### config.mk
export PLATFORM = sky130hd
export DESIGN_NAME = clk_div_gen
export DESIGN_NICKNAME = d
export VERILOG_FILES = /design/src/rtl/clk_div_gen.sv
export SDC_FILE = /design/constraint.sdc
export NUM_CORES = 1
export LEC_CHECK = 0
export BUFFER_PORTS_ARGS = -buffer_cell sky130_fd_sc_hd__buf_2
export CAP_MARGIN = 20
export CORE_UTILIZATION = 35
export CTS_CLUSTER_SIZE = 8
export DETAILED_ROUTE_END_ITERATION = 10
export SLEW_MARGIN = 10
export SYNTH_ARGS = -nofsm -noshare
export SYNTH_HDL_FRONTEND = slang
export SYNTH_SLANG_ARGS = --single-unit
### constraint.sdc
create_clock -name clk_in -period 7.2 [get_ports clk_in]
set_input_delay 0.72 -clock clk_in [delete_from_list [all_inputs] [get_ports clk_in]]
set_output_delay 0.72 -clock clk_in [all_outputs]
set_load 0.005 [all_outputs]
### src/rtl/clk_div_gen.sv
// Programmable clock divider that produces a square wave or a one-cycle pulse train.
// Divisor and mode changes made while running are deferred to the next terminal count,
// so every period that has started finishes with the settings it started with.
//
// state   | meaning
// --------+--------------------------------------------------------------------
// ST_IDLE | stopped; outputs low; loads and mode are applied directly
// ST_RUN  | counting 0..active_div-1; changes are held until the next boundary
module clk_div_gen #(
  parameter int          WIDTH       = 28,
  parameter int unsigned DEFAULT_DIV = 200000000
) (
  input  logic             clk_in,
  input  logic             rst,
  input  logic             en,
  input  logic             mode,
  input  logic [WIDTH-1:0] div_val,
  input  logic             div_load,
  output logic             clk_out,
  output logic             tick,
  output logic             pending,
  output logic             load_err
);

  localparam logic [WIDTH-1:0] L_DEFAULT_DIV = WIDTH'(DEFAULT_DIV);
  localparam logic [WIDTH-1:0] L_ONE         = WIDTH'(1);

  typedef enum logic {
    ST_IDLE = 1'b0,
    ST_RUN  = 1'b1
  } state_t;

  state_t           r_state;
  logic [WIDTH-1:0] r_count;
  logic [WIDTH-1:0] r_active_div;
  logic [WIDTH-1:0] r_pend_div;
  logic             r_active_mode;
  logic             r_pending;
  logic             r_clk_out;
  logic             r_tick;
  logic             r_load_err;

  logic             w_load_ok;
  logic             w_load_bad;
  logic             w_terminal;
  logic             w_mode_chg;
  logic             w_apply;
  logic [WIDTH-1:0] w_next_div;

  // A zero divisor is meaningless, so it is rejected and flagged instead of loaded.
  assign w_load_ok  = div_load & (div_val != '0);
  assign w_load_bad = div_load & (div_val == '0);
  // ">=" keeps the counter bounded even if it were ever above the terminal value.
  assign w_terminal = (r_count >= (r_active_div - L_ONE));
  assign w_mode_chg = (mode != r_active_mode);
  // A load or mode change arriving on the terminal edge itself joins that boundary.
  assign w_apply    = r_pending | w_load_ok | w_mode_chg;
  // r_pend_div always equals the divisor for the next period, even with nothing pending,
  // so a mode-only change reapplies the current divisor unchanged.
  assign w_next_div = w_load_ok ? div_val : r_pend_div;

  // Sequencing FSM, counter and registered outputs.
  always_ff @(posedge clk_in) begin
    if (rst) begin
      r_state       <= ST_IDLE;
      r_count       <= '0;
      r_active_div  <= L_DEFAULT_DIV;
      r_pend_div    <= L_DEFAULT_DIV;
      r_active_mode <= 1'b0;
      r_pending     <= 1'b0;
      r_clk_out     <= 1'b0;
      r_tick        <= 1'b0;
      r_load_err    <= 1'b0;
    end else begin
      r_load_err <= w_load_bad;
      case (r_state)
        ST_IDLE: begin
          r_count       <= '0;
          r_clk_out     <= 1'b0;
          r_tick        <= 1'b0;
          r_pending     <= 1'b0;
          r_active_mode <= mode;
          if (w_load_ok) begin
            r_active_div <= div_val;
            r_pend_div   <= div_val;
          end
          if (en) r_state <= ST_RUN;
        end
        ST_RUN: begin
          if (!en) begin
            r_state   <= ST_IDLE;
            r_count   <= '0;
            r_clk_out <= 1'b0;
            r_tick    <= 1'b0;
            r_pending <= 1'b0;
            if (w_load_ok) begin
              r_active_div <= div_val;
              r_pend_div   <= div_val;
            end else if (r_pending) begin
              r_active_div <= r_pend_div;
            end
          end else if (w_terminal) begin
            r_count   <= '0;
            r_tick    <= 1'b1;
            r_clk_out <= r_active_mode ? 1'b1 : ~r_clk_out;
            if (w_apply) begin
              r_active_div  <= w_next_div;
              r_pend_div    <= w_next_div;
              r_active_mode <= mode;
              r_pending     <= 1'b0;
            end
          end else begin
            r_count <= r_count + L_ONE;
            r_tick  <= 1'b0;
            if (r_active_mode) r_clk_out <= 1'b0;
            if (w_load_ok) r_pend_div <= div_val;
            if (w_load_ok || w_mode_chg) r_pending <= 1'b1;
          end
        end
        default: r_state <= ST_IDLE;
      endcase
    end
  end

  assign clk_out  = r_clk_out;
  assign tick     = r_tick;
  assign pending  = r_pending;
  assign load_err = r_load_err;

endmodule
==> results of run 1 <==
==> area by class of cell <==
class / count / area [µm²] / share of cell area [%]
inverter: 25 / 93.8 / 1.60
clock inverter: 5 / 86.3 / 1.47
timing repair buffer: 41 / 218 / 3.70
tap: 184 / 230 / 3.91
sequential: 90 / 1800 / 30.6
multi-input combinational: 454 / 3210 / 54.6
clock buffer: 11 / 243 / 4.13
==> cell usage after synthesis, types with 2 or more instances <==
cell type | instances | area (µm²)
a211oi_1 | 13 | 97.6
a21boi_0 | 16 | 120
a2111oi_0 | 2 | 17.5
a211o_1 | 13 | 114
nor2b_1 | 3 | 18.8
nand2_1 | 26 | 97.6
buf_2 | 3 | 15.0
nand3_1 | 21 | 105
clkbuf_1 | 22 | 82.6
xnor2_1 | 20 | 175
and3_1 | 34 | 213
nand2b_1 | 22 | 138
or4_1 | 2 | 15.0
nor2_1 | 77 | 289
nor4_1 | 12 | 75.1
nor2_2 | 2 | 12.5
o21ai_0 | 8 | 40.0
xor2_1 | 33 | 289
o21bai_1 | 16 | 120
nand3b_1 | 4 | 30.0
nor2_4 | 8 | 90.1
dfxtp_1 | 90 | 1800
a21oi_1 | 13 | 65.1
ha_1 | 30 | 375
o21a_1 | 2 | 15.0
mux2i_1 | 44 | 440
nor3_1 | 10 | 50.1
buf_6 | 3 | 33.8
or3_1 | 7 | 43.8
inv_1 | 25 | 93.8
nand4_1 | 4 | 25.0
==> worst max-delay path, delay by kind of cell, from the launching register on <==
family	cells	cell delay, ns
compound gates	2	0.40
xor+xnor	1	0.18
fa+ha+maj	1	0.30
buf+inv	1	0.39
flops	1	0.37
simple gates	9	2.51
==> sequential cells by signal, indices dropped and copies added, names as in the netlist <==
register,count
r_active_div,28
r_count,28
r_pend_div,28
clk_out,1
load_err,1
pending,1
r_active_mode,1
r_state,1
tick,1
==> power groups by stage <==
stage,Sequential [mW],Combinational (mW),Clock [mW]
after floorplan,0.547,0.115,0
after global placement,0.551,0.144,0
after detailed placement,0.553,0.149,0
after CTS,0.542,0.149,0.529
after global routing,0.545,0.169,0.551
final,0.541,0.147,0.514
==> final timing paths <==
kind | from | to | slack, ns | cells past startpoint
min reg2reg | r_pend_div[17] | r_pend_div[17] | 0.45 | 1
max | r_active_div[10] | r_count[4] | 2.90 | 14
max reg2reg | r_active_div[10] | r_count[4] | 2.90 | 14
min | r_pend_div[17] | r_pend_div[17] | 0.45 | 1
==> per-stage QoR <==
stage	util, %	instance area, µm²	hold WS (ns)
final	40.3	5880	0.453
after global routing	40.3	5880	0.471
after CTS	40.3	5880	0.456
after detailed placement	38.1	5550	0.442
after global placement	38.1	5550	0.434
after floorplan	-	5250	0.427
==> layer usage <==
metal	part of all wire (%)	global-route usage, %
met2	44	22.4
met3	2.9	2.84
met5	0	0
met1	52	19.3
met4	1.7	6.80
==> cells by family (layout without fill, tap and decap cells) <==
kind of cell	Yosys count	count (layout)	synth area share [%]
xor+xnor	53	53	8.85
simple gates	236	236	23.6
compound gates	91	91	12.8
fa+ha+maj	30	30	7.15
flops	90	90	34.3
mux	44	44	8.39
buf+inv	56	82	4.89
==> layout by cell type (no fill, tap or decap), types with 3 or more instances in the layout <==
master,count
a211o_1,13
a211oi_1,13
a21boi_0,16
a21oi_1,13
and3_1,34
buf_2,36
buf_4,5
clkbuf_16,9
dfxtp_1,90
ha_1,30
inv_1,25
mux2i_1,44
nand2_1,26
nand2b_1,22
nand3_1,21
nand3b_1,4
nand4_1,4
nor2_1,77
nor2_4,8
nor2b_1,3
nor3_1,10
nor4_1,12
o21ai_0,8
o21bai_1,16
or3_1,7
xnor2_1,20
xor2_1,33
==> impl_metrics.json, run 1 <==
{
  "status": "finished, final reports clean",
  "die_w_um": 124,
  "pre_cts_slack_ns": 2.93,
  "crit_type": "reg2reg",
  "gp_congestion": 0.831,
  "ctsHoldBuffers": 0,
  "die_h_um": 124,
  "setup_tns_ns": 0,
  "first_iter_violations": 126,
  "synth_flop_cell": "dfxtp_1",
  "num_rows": 44,
  "period_needed_ns": 4.30,
  "clkLatencyLatePin_ns": 0.34,
  "power.leakage_nw": 2.54,
  "internal_power_mw": 0.904,
  "ys_seq_elements": 90,
  "tritoncts": "yes",
  "worst_path_max_delay_cell": "or4_1",
  "htree_levels": 3,
  "dr.pass1.iters": 4,
  "grt_pass1_wl_um": 18300,
  "via_per_inst": 5.01,
  "pin_count": 37,
  "place_inst": 794,
  "setup_viol": 0,
  "power_density_nw_per_um2": 204,
  "total_power_mw": 1.20,
  "fin_nets": 684,
  "syn_to_final_growth_pct": 12.1,
  "clockBufferDepth": 2,
  "die_area_um2": 15500,
  "routed_wl_um": 10500,
  "tightest_slew_ns": 0.821,
  "globalRouteOverflowTotal": 0,
  "arrival_ns": 4.51,
  "worst-path-max-fanout": 28,
  "grt_max_degree": 90,
  "drc_errors": 0,
  "synthArstFlopShare_pct": 0,
  "start_util_pct": 36.0,
  "io_buffer_count": 36,
  "seq_area_frac_synth_pct": 34.3,
  "syn_nets": 663,
  "ant_nets": 0,
  "rsz0062_at_grt": "no",
  "synth_cell_types": 46,
  "worst_ir_drop_vdd_mv": 0.104,
  "pwr-share-clk_pct": 42.8,
  "final_hold_viol_count": 0,
  "endpoint_kind": "flop",
  "cts_resized": 0,
  "nFillCells": 1422,
  "diodes": 0,
  "fmax_mhz": 233,
  "post_cts_buffers": 0,
  "syn_area_per_cell_um2": 8.75,
  "grt_pass1_vias": 3854,
  "worstPathRequired_ns": 7.41,
  "fin_ws_ns": 2.90,
  "cts_buffers": 9,
  "p_switching_mw": 0.299,
  "clkTransAtPathRegs_ns": 0.07,
  "fp.coreArea_um2": 14600,
  "holdCritPathClass": "reg2reg",
  "syn_inst": 600,
  "synthesis.area_um2": 5250,
  "cts-root-buf": "clkbuf_16",
  "synth-edff-count": 0,
  "maxCapViolCount": 0,
  "drive_gt1_share_pct": 11.0,
  "hpwl_um": 7820,
  "combPwrFrac_pct": 12.2,
  "switching_share_pct": 24.8,
  "slew_headroom_pct": 45.2,
  "critical_path.cell_chain": "or4_1 -> nor3_1 -> nand4_1 -> nor4_1 -> nand2_1 -> xor2_1 -> ha_1 -> nand4_1 -> nor4_1 -> o21a_1 -> o31a_1 -> or3_1 -> buf_4 -> nor2_1",
  "p_seq_share_pct": 45.0,
  "grt_usage_pct": 14.5,
  "fin_crit_sh_pct": 59.7,
  "antenna_found_initial": 0,
  "wl_per_cell_um": 13.0,
  "yosysWarnings": 0,
  "crit_path_start_kind": "flop",
  "cts.sinks": 90,
  "skew_ns": 0.00906,
  "fin_cells": 810,
  "vias": 4062,
  "slowest_delay_ns": 0.59,
  "slew_violations": 0
}
Power figures use the tool's default switching activity.
==> run 2, diff against run 1 <==
==> constraint.sdc (replaced) <==
create_clock -name clk_in -period 4.09 [get_ports clk_in]
set_input_delay 0.409 -clock clk_in [delete_from_list [all_inputs] [get_ports clk_in]]
set_output_delay 0.409 -clock clk_in [all_outputs]
set_load 0.005 [all_outputs]
==> impl_metrics.json, run 2 (synthesis results as in run 1) <==
{
  "grt_max_degree": 49,
  "antenna_found_initial": 0,
  "htree_levels": 3,
  "drive_gt1_share_pct": 12.3,
  "worstPathRequired_ns": 4.32,
  "largestRegisters": "r_active_div: 28 flops, r_count: 28 flops, r_pend_div: 28 flops",
  "ant_nets": 0,
  "mostFrequentLayoutCells": "90 x dfxtp_1, 77 x nor2_1, 44 x mux2i_1",
  "worst_ir_drop_vdd_mv": 0.202,
  "maxCapViolCount": 0,
  "crit_path_start_kind": "flop",
  "clockBufferDepth": 2,
  "vias": 4165,
  "slew_violations": 0,
  "drc_errors": 0,
  "tightest_slew_ns": 0.758,
  "period_needed_ns": 3.83,
  "skew_ns": 0.00844,
  "power_density_nw_per_um2": 341,
  "diodes": 0,
  "slew_headroom_pct": 49.5,
  "setup_tns_ns": 0,
  "die_w_um": 124,
  "fin_nets": 693,
  "final_util_pct": 40.8,
  "rsz0062_at_grt": "no",
  "ctsHoldBuffers": 0,
  "setup_viol": 0,
  "min_path_cells": 3,
  "gp_congestion": 0.850,
  "die_area_um2": 15500,
  "fmax_mhz": 261,
  "cts_buffers": 9,
  "clkTransAtPathRegs_ns": 0.06,
  "io_buffer_count": 36,
  "endpoint_kind": "flop",
  "wl_per_cell_um": 14.1,
  "layout_commonest_cell": "dfxtp_1",
  "via_per_inst": 5.09,
  "num_rows": 44,
  "dr.pass1.iters": 4,
  "grt_pass1_wl_um": 19600,
  "first_iter_violations": 151,
  "globalRouteOverflowTotal": 0,
  "status": "finished, final reports clean",
  "cts-root-buf": "clkbuf_16",
  "worst-path-max-fanout": 14,
  "pin_count": 37,
  "nFillCells": 1448,
  "start_util_pct": 36.0,
  "holdCritPathClass": "in2reg",
  "hpwl_um": 8260,
  "syn_to_final_growth_pct": 13.5,
  "r2r_cells": 16,
  "arrival_ns": 4.06,
  "die_h_um": 124,
  "grt_usage_pct": 15.5,
  "crit_type": "reg2reg",
  "final_hold_viol_count": 0,
  "total_power_mw": 2.03,
  "clkLatencyLatePin_ns": 0.35,
  "power.leakage_nw": 2.57,
  "routed_wl_um": 11500,
  "tritoncts": "yes",
  "cts.sinks": 90,
  "fp.coreArea_um2": 14600,
  "grt_pass1_vias": 4037,
  "fin_crit_sh_pct": 93.7
}
-- run 2: changes by cell type in the layout (fill, tap and decap cells not counted), sizes merged --
cell | previous run | this run
bufinv | 2 | 0
clkinvlp | 0 | 1
inv | 26 | 25
buf | 41 | 49
clkbuf | 11 | 13
-- run 2: routing by layer --
layer | global-route usage, % | wire length, µm
met2 | 24.5 | 5210
met4 | 7.37 | 207
met5 | 0 | 0
met3 | 3.01 | 271
met1 | 20.3 | 5850
-- run 2: worst paths after layout --
path | startpoint | to | slack [ns]
setup reg to reg | r_active_div[10] | r_active_div[4] | 0.26
hold reg to reg | r_pend_div[9] | r_pend_div[9] | 0.45
setup / recovery | r_active_div[10] | r_active_div[4] | 0.26
hold / removal | div_val[3] | r_pend_div[3] | 0.32
-- run 2: final cells by class --
cell class	count	area (µm²)	share of cell area [%]
clock inverter	3	25.0	0.420
clock buffer	12	256	4.31
inverter	25	93.8	1.58
tap	184	230	3.87
sequential	90	1800	30.3
multi-input combinational	454	3220	54.1
timing repair buffer	50	323	5.42
-- run 2: critical path: stages (launching register included) --
cell and delay, ns:
dfxtp_1 0.35, or4_1 0.59, nor3_1 0.22, nand4_1 0.20, nor4_1 0.21, buf_4 0.17
nand2_1 0.05, xor2_1 0.15, ha_1 0.29, nand4_1 0.15, nor4_1 0.34, o21a_1 0.19
o31a_1 0.23, o41ai_4 0.09, buf_4 0.18, buf_6 0.17, mux2i_1 0.13
-- run 2: what timing repair did --
| item | in CTS | in global routing |
|---|---|---|
| resized for setup | 0 | 3 |
| buffers inserted | 0 | 1 |
| setup endpoints to repair | 0 | 54 |
-- run 2: through the flow --
| step | std cells | setup slack [ns] | hold slack, ns | cell area, µm² |
|---|---|---|---|---|
| floorplan | 600 | 0.535 | 0.427 | 5250 |
| global placement | 800 | 0.358 | 0.435 | 5620 |
| detailed placement | 800 | 0.209 | 0.441 | 5620 |
| CTS | 815 | 0.174 | 0.311 | 5900 |
| global route | 818 | 0.0232 | 0.329 | 5950 |
| finish | 818 | 0.257 | 0.322 | 5950 |
-- run 2: where the power goes --
part           internal [mW]  switching [mW]
combinational          0.130           0.152
sequential             0.918          0.0381
clock                  0.444           0.350
==> run 3, diff against run 2 <==
==> constraint.sdc (replaced) <==
create_clock -name clk_in -period 4.5 [get_ports clk_in]
set_input_delay 0.45 -clock clk_in [delete_from_list [all_inputs] [get_ports clk_in]]
set_output_delay 0.45 -clock clk_in [all_outputs]
set_load 0.005 [all_outputs]
==> impl_metrics.json, run 3 (synthesis results as in run 1) <==
{
  "antenna_found_initial": 0,
  "drc_errors": 0,
  "worst-path-max-fanout": 28,
  "critPathTopFamily": "simple AND/OR/NAND/NOR gates",
  "status": "finished, final reports clean",
  "largestRegisters": "r_active_div: 28 flops, r_count: 28 flops, r_pend_div: 28 flops",
  "vias": 4098,
  "endpoint_kind": "flop",
  "register_area_um2": 1800,
  "hold_start": "div_val[8]",
  "tightest_slew_ns": 0.758,
  "wl_per_cell_um": 13.1,
  "skew_ns": 0.00815,
  "mostFrequentLayoutCells": "90 x dfxtp_1, 77 x nor2_1, 44 x mux2i_1",
  "globalRouteOverflowTotal": 0,
  "fp.coreArea_um2": 14600,
  "gp_congestion": 0.776,
  "holdCritPathClass": "in2reg",
  "wl_met2_um": 4700,
  "drive_gt1_share_pct": 12.6,
  "dr.pass1.iters": 4,
  "routed.top_layer": "met4",
  "hpwl_um": 8000,
  "place_area_um2": 5660,
  "setup_viol": 0,
  "die_area_um2": 15500,
  "worst_ir_drop_vdd_mv": 0.182,
  "htree_levels": 3,
  "grt_pass1_wl_um": 18800,
  "period_needed_ns": 3.94,
  "m1WireLength_um": 5590,
  "crit_type": "reg2reg",
  "fin_crit_sh_pct": 87.7,
  "final_hold_viol_count": 0,
  "nFillCells": 1407,
  "grt_pass1_vias": 3980,
  "power_density_nw_per_um2": 321,
  "die_w_um": 124,
  "wl_met3_um": 251,
  "place_inst": 805,
  "num_rows": 44,
  "io_buffer_count": 36,
  "critPathLaunch": "r_active_div[10]",
  "worst_path_max_delay_cell": "or4_1",
  "worstPathRequired_ns": 4.73,
  "grt_max_degree": 85,
  "multi_input_area_um2": 3210,
  "rr_startpoint": "r_active_div[10]",
  "holdWs_ns": 0.365,
  "cts-root-buf": "clkbuf_16",
  "clockBufferDepth": 2,
  "power.leakage_nw": 2.60,
  "cts_buffers": 9,
  "critical_path.cell_chain": "or4_1 -> nor3_1 -> nand4_1 -> nor4_1 -> buf_4 -> nand2_1 -> xor2_1 -> ha_1 -> nand4_1 -> buf_4 -> nor4_1 -> o21a_1 -> o31a_1 -> or3_1 -> buf_12 -> nor2_1",
  "clkLatencyLatePin_ns": 0.34,
  "rsz0062_at_grt": "no",
  "fin_ws_ns": 0.555,
  "clkTransAtPathRegs_ns": 0.06,
  "grt_usage_pct": 14.7,
  "total_power_mw": 1.92,
  "layout_commonest_cell": "dfxtp_1",
  "fin_cells": 821,
  "first_iter_violations": 103,
  "slew_headroom_pct": 49.5,
  "diodes": 0,
  "final_util_pct": 41.1,
  "slew_violations": 0,
  "cts.sinks": 90,
  "arrival_ns": 4.17,
  "pin_count": 37,
  "slowest_delay_ns": 0.58,
  "final_cell_area_um2": 5990,
  "via_per_inst": 4.99,
  "routed_wl_um": 10700,
  "crit_buf_inv": 3,
  "fin_nets": 696,
  "tritoncts": "yes",
  "maxCapViolCount": 0,
  "crit_path_start_kind": "flop",
  "cts_resized": 0,
  "r2r_slack_ns": 0.56,
  "die_h_um": 124,
  "post_cts_buffers": 0,
  "setup_tns_ns": 0,
  "ant_nets": 0,
  "syn_to_final_growth_pct": 14.2,
  "ctsHoldBuffers": 0,
  "fmax_mhz": 254,
  "pre_cts_slack_ns": 0.0460,
  "start_util_pct": 36.0
}
[run 3: cell count changes in the layout (fill, tap and decap cells not counted), sizes merged]
cell,delta
clkbuf,-2
clkinv,-1
bufinv,+2
buf,+4
[run 3: tightest hold or removal path: stages]
cell     delay, ns
buf_2         0.10
mux2i_1       0.06
nor2_1        0.07
[run 3: power by group]
part | switching (mW) | internal, mW
clock | 0.309 | 0.500
combinational | 0.134 | 0.118
sequential | 0.0307 | 0.834
[run 3: routing by layer]
metal,global-route usage (%),up-vias
met5,0,-
met2,22.5,46
met3,2.36,10
met4,6.38,0
met1,20.4,1880
li1,-,2162
[run 3: worst paths after layout]
path,depth (start not counted),to
max,16,r_count[16]
min,3,r_pend_div[8]
max reg2reg,16,r_count[16]
min reg2reg,1,r_pend_div[27]
[run 3: final cells by class]
cell class              instances  share of cell area (%)
multi-input cells             454                    53.5
flip-flops and latches         90                    30.1
repair buffers                 53                    5.68
clock buffers                  11                    4.05
well taps                     184                    3.84
inverters                      25                    1.57
clock inverters                 4                    1.27
